**config.mk**
```make
export PLATFORM = sky130hd
export DESIGN_NAME = ppu_oam_dma
export DESIGN_NICKNAME = d
export VERILOG_FILES = /design/src/rtl/ppu_oam_dma.sv
export SDC_FILE = /design/constraint.sdc
export NUM_CORES = 1
export LEC_CHECK = 0
export BUFFER_PORTS_ARGS = -buffer_cell sky130_fd_sc_hd__buf_2
export CAP_MARGIN = 25
export CORE_MARGIN = 3
export CORE_UTILIZATION = 55
export CTS_BUF_LIST = sky130_fd_sc_hd__clkbuf_4 sky130_fd_sc_hd__clkbuf_8
export DETAILED_ROUTE_END_ITERATION = 16
export HOLD_SLACK_MARGIN = 0.12
export PLACE_DENSITY = 0.95
export SKIP_CTS_REPAIR_TIMING = 1
export SYNTH_ARGS = -nofsm -noshare
export SYNTH_HDL_FRONTEND = slang
export SYNTH_SLANG_ARGS = --single-unit
```
**constraint.sdc**
```tcl
create_clock -name clk -period 6.27 [get_ports clk]
set_clock_uncertainty 0.1 [all_clocks]
set_input_delay 0.3135 -clock clk [delete_from_list [all_inputs] [get_ports clk]]
set_output_delay 0.3135 -clock clk [all_outputs]
set_load 0.1 [all_outputs]
```
**src/rtl/ppu_oam_dma.sv**
```systemverilog
// Sprite OAM DMA engine: a CPU write to DMA_REG_ADDR halts the CPU and copies one page into OAM.
// Define OAM_DMA_ALIGN_EN to add the odd-cycle alignment state before the first read.
module ppu_oam_dma #(
  parameter logic [15:0] DMA_REG_ADDR = 16'h4014,
  parameter int unsigned XFER_LEN     = 256
) (
  input  logic        clk,
  input  logic        reset_n,
  input  logic        cpu_ce,
  input  logic [15:0] cpu_addr,
  input  logic [7:0]  cpu_wdata,
  input  logic        cpu_we,
  input  logic [7:0]  oam_addr_reg,
  input  logic [7:0]  bus_rdata,
  output logic        cpu_halt,
  output logic [15:0] dma_addr,
  output logic        dma_rd,
  output logic        oam_dma,
  output logic [7:0]  oam_addr,
  output logic [7:0]  oam_data_in,
  output logic        dma_busy
);

  localparam int unsigned BYTE_W = 8;
  localparam int unsigned ADDR_W = 16;
  localparam logic [BYTE_W-1:0] LAST_IDX = BYTE_W'(XFER_LEN - 1);

`ifdef OAM_DMA_ALIGN_EN
  localparam logic ALIGN_EN = 1'b1;
`else
  localparam logic ALIGN_EN = 1'b0;
`endif

  localparam logic [2:0] S_IDLE  = 3'd0;
  localparam logic [2:0] S_HALT  = 3'd1;
  localparam logic [2:0] S_ALIGN = 3'd2;
  localparam logic [2:0] S_READ  = 3'd3;
  localparam logic [2:0] S_WRITE = 3'd4;

  logic [2:0]        state_q, state_d;
  logic              parity_q, parity_d;
  logic [BYTE_W-1:0] page_q, page_d;
  logic [BYTE_W-1:0] base_q, base_d;
  logic [BYTE_W-1:0] idx_q, idx_d;
  logic              cpu_halt_q, cpu_halt_d;
  logic [ADDR_W-1:0] dma_addr_q, dma_addr_d;
  logic              dma_rd_q, dma_rd_d;
  logic              oam_dma_q, oam_dma_d;
  logic [BYTE_W-1:0] oam_addr_q, oam_addr_d;
  logic [BYTE_W-1:0] oam_data_q, oam_data_d;
  logic              dma_busy_q, dma_busy_d;
  logic              trigger_c;

  assign trigger_c = cpu_we && (cpu_addr == DMA_REG_ADDR);

  // State, parity and all registered outputs
  always_ff @(posedge clk or negedge reset_n) begin
    if (!reset_n) begin
      state_q    <= S_IDLE;
      parity_q   <= 1'b0;
      page_q     <= '0;
      base_q     <= '0;
      idx_q      <= '0;
      cpu_halt_q <= 1'b0;
      dma_addr_q <= '0;
      dma_rd_q   <= 1'b0;
      oam_dma_q  <= 1'b0;
      oam_addr_q <= '0;
      oam_data_q <= '0;
      dma_busy_q <= 1'b0;
    end else begin
      state_q    <= state_d;
      parity_q   <= parity_d;
      page_q     <= page_d;
      base_q     <= base_d;
      idx_q      <= idx_d;
      cpu_halt_q <= cpu_halt_d;
      dma_addr_q <= dma_addr_d;
      dma_rd_q   <= dma_rd_d;
      oam_dma_q  <= oam_dma_d;
      oam_addr_q <= oam_addr_d;
      oam_data_q <= oam_data_d;
      dma_busy_q <= dma_busy_d;
    end
  end

  // Next state; outputs are decoded from the next state so they change with it
  always_comb begin
    state_d    = state_q;
    parity_d   = parity_q;
    page_d     = page_q;
    base_d     = base_q;
    idx_d      = idx_q;
    oam_addr_d = oam_addr_q;
    oam_data_d = oam_data_q;
    oam_dma_d  = 1'b0;

    if (cpu_ce) begin
      parity_d = ~parity_q;
      case (state_q)
        S_IDLE: begin
          if (trigger_c) begin
            page_d  = cpu_wdata;
            base_d  = oam_addr_reg;
            idx_d   = '0;
            state_d = S_HALT;
          end
        end
        S_HALT: begin
          state_d = (ALIGN_EN && parity_q) ? S_ALIGN : S_READ;
        end
        S_ALIGN: begin
          state_d = S_READ;
        end
        S_READ: begin
          // Read byte goes straight to the OAM write port; strobe lasts one clk
          oam_data_d = bus_rdata;
          oam_addr_d = base_q + idx_q;
          oam_dma_d  = 1'b1;
          state_d    = S_WRITE;
        end
        S_WRITE: begin
          if (idx_q == LAST_IDX) begin
            state_d = S_IDLE;
          end else begin
            idx_d   = idx_q + 1'b1;
            state_d = S_READ;
          end
        end
        default: begin
          state_d = S_IDLE;
        end
      endcase
    end

    dma_rd_d   = (state_d == S_READ);
    dma_addr_d = dma_rd_d ? {page_d, idx_d} : '0;
    cpu_halt_d = (state_d != S_IDLE);
    dma_busy_d = (state_d != S_IDLE);
  end

  assign cpu_halt    = cpu_halt_q;
  assign dma_addr    = dma_addr_q;
  assign dma_rd      = dma_rd_q;
  assign oam_dma     = oam_dma_q;
  assign oam_addr    = oam_addr_q;
  assign oam_data_in = oam_data_q;
  assign dma_busy    = dma_busy_q;

endmodule

```
==> qor.txt <==
Post-synth top area share: 53.1%
TritonCTS buffer count: 9
Pre-antenna DRT Iters: 4
Synth Area in XOR/XNOR: 2.10%
Rows: 25
Ratio of final minimum period to clock period: 41.2%
CTS max path bufs: 2
RePlAce Congestion: 0.873
Arrival time at the worst endpoint: 2.65 ns
Ys async rst share: 100%
Synth area leader: dfrtp_1
Hpwl dp: 4520 um
CTS root buffer: clkbuf_8
Simple-gate share of the synthesized area: 21.9%
DR WL/cell: 14.8 um
Largest family of logic cells by synthesized area: simple AND/OR/NAND/NOR gates
Die ar.: 6230 um2
Final Setup Violations: 0
Yosys warns: 0
Final Hold Viols: 0
Status: completed
Post-DP Area: 3360 um2
Setup Crit Path Kind: flip-flop to flip-flop
Antenna violations before repair: 0
Vias in the first global route: 2316
Layout cells sized above 1: 29.2%
Fin Setup TNS: 0 ns
Static Leak: 0.00194 uW
Final instance area: 3800 um2
Clk sinks: 62
Starting density of the core: 59.2%
Synth Net Count: 336
Seq/Total Area, Yosys: 53.1%
Global-route usage over all layers: 22.6%
Unrepaired setup endpoints after global routing: no
Htree depth: 3
Clk slew on worst S/H paths: 0.07 ns
TritonCTS clock tree: done
Hold/Removal Path Class: primary input to flip-flop
Fmax: 0.387 GHz
Syn-to-layout area delta: 29.9%
Max reg flops: 16
First-pass GRT wire length: 10800 um
Synth Area in Compound Gates: 10.6%
Commonest non-fill, non-tap cell in the layout: buf_2
# diodes: 0
Adder-Cell Fraction of Synth Area: 4.11%
Power Dens Cells: 500 nW/um2
MaxCap Viol Count: 0
Top cells by area, synth: dfrtp_1 (53%), nand2_1 (8.5%), mux2_4 (4.1%)
Crit. End Element: flip-flop
Critical path startpoint category: flip-flop
Final #Nets: 439
Pins Over Slew Limit: 0
Slew @ Worst Pin: 0.969 ns
Post-synthesis register bit count: 62
Maximum vdd ir drop: 0.000391 V
Synth Instances: 283
Core area: 4940 um2
Routed vias/inst: 5.23
Die X: 78.9 um
Via count: 2396
Avg Inst Size Synth: 10.3 um2
Post-synthesis mux area share: 5.13%
Post-route ant nets: 0
Commonest cells after routing, fill and taps aside: buf_2 (79), nand2_1 (66), dfrtp_1 (62)
Cell Area, Synth: 2920 um2
Drt drc: 0
Synth unique cells: 46
Relative slew margins: 35.3%
Prevailing post-synth register cell: dfrtp_1
Crit path required time: 6.33 ns
IO Count: 80
Clk_lat worst skew: 0.35 ns
Drt total wl: 6760 um
EDFF count, synth: 0
I/O Buffers: 79
Die height: 78.9 um
Largest net degree at the start of global routing: 63
Initial DRC Count: 89
GRT Residual Overflow: 0
Worst Path Max Fanout: 16
Min Tclk post-route: 2.58 ns
critical path, stage by stage (launching register included):
cell     delay (ns)
dfrtp_1        0.46
ha_1           0.28
and3_1         0.20
and2_1         0.21
nor2_1         0.14
nor2_2         0.77
o22ai_1        0.23
routing by layer:
metal  track usage (%)  vias to the layer above  routed length, um  part of all wire [%]
met5                 0                        -                  0                     0
met4              8.08                        0                112                   1.7
met3              6.80                       11                345                   5.1
met2              38.2                       75               3500                    52
met1              27.6                     1121               2800                    41
li1                  -                     1189                  -                     -
where the power goes:
part	switching (uW)	leakage [uW]	total (uW)	internal [uW]
sequential	96.4	0.000805	595	499
combinational	761	0.00104	945	184
clock	163	0.0000951	359	196
total	1020	0.00194	1900	879
logic make-up after synthesis:
logic type | Yosys count
AND/OR/NAND/NOR | 125
multiplexers | 11
buffers and inverters | 20
flip-flops | 62
adder cells (fa/ha/maj) | 9
AO/OA/AOI/OAI | 49
XOR/XNOR | 7
cell type report:
class                   count  area [um2]
flip-flops and latches     62        1550
multi-input cells         201        1280
fillers                   355        1140
repair buffers            104         641
clock buffers              10         138
well taps                  67        83.8
clock inverters             6        70.1
inverters                   8        30.0
path summary, 6_finish.rpt:
check,startpoint,endpoint,slack [ns],cells after the start
max,idx_q[1],dma_addr[0],3.69,6
min,oam_addr_reg[2],base_q[2],0.13,3
max reg2reg,idx_q[1],dma_addr[0],3.69,6
min reg2reg,oam_data_in[1],oam_data_in[1],0.37,2
max in group asynchronous,reset_n,idx_q[6],5.03,3
min in group asynchronous,reset_n,page_q[1],0.56,3
synth_stat cells, types with 5 or more instances:
| master | n |
|---|---|
| nand2_1 | 66 |
| dfrtp_1 | 62 |
| o21ai_0 | 17 |
| nor2_1 | 10 |
| ha_1 | 8 |
| mux2_4 | 8 |
| nand3_1 | 8 |
| nor2b_1 | 8 |
| a21oi_1 | 7 |
| clkbuf_1 | 7 |
| inv_1 | 7 |
| nor3_1 | 7 |
| nor2b_4 | 5 |
per-stage QoR:
stage	instances	hold WS (ns)	utilization [%]	setup slack, ns	power (uW)
after floorplan	283	-0.0821	-	3.81	1370
after global placement	419	0.354	68.0	3.60	1520
after detailed placement	419	0.357	68.0	3.56	1530
after CTS	435	0.0335	72.2	3.75	1890
after global routing	458	0.127	76.9	3.47	2000
final	458	0.131	76.9	3.69	1900
Power figures use the tool's default switching activity.
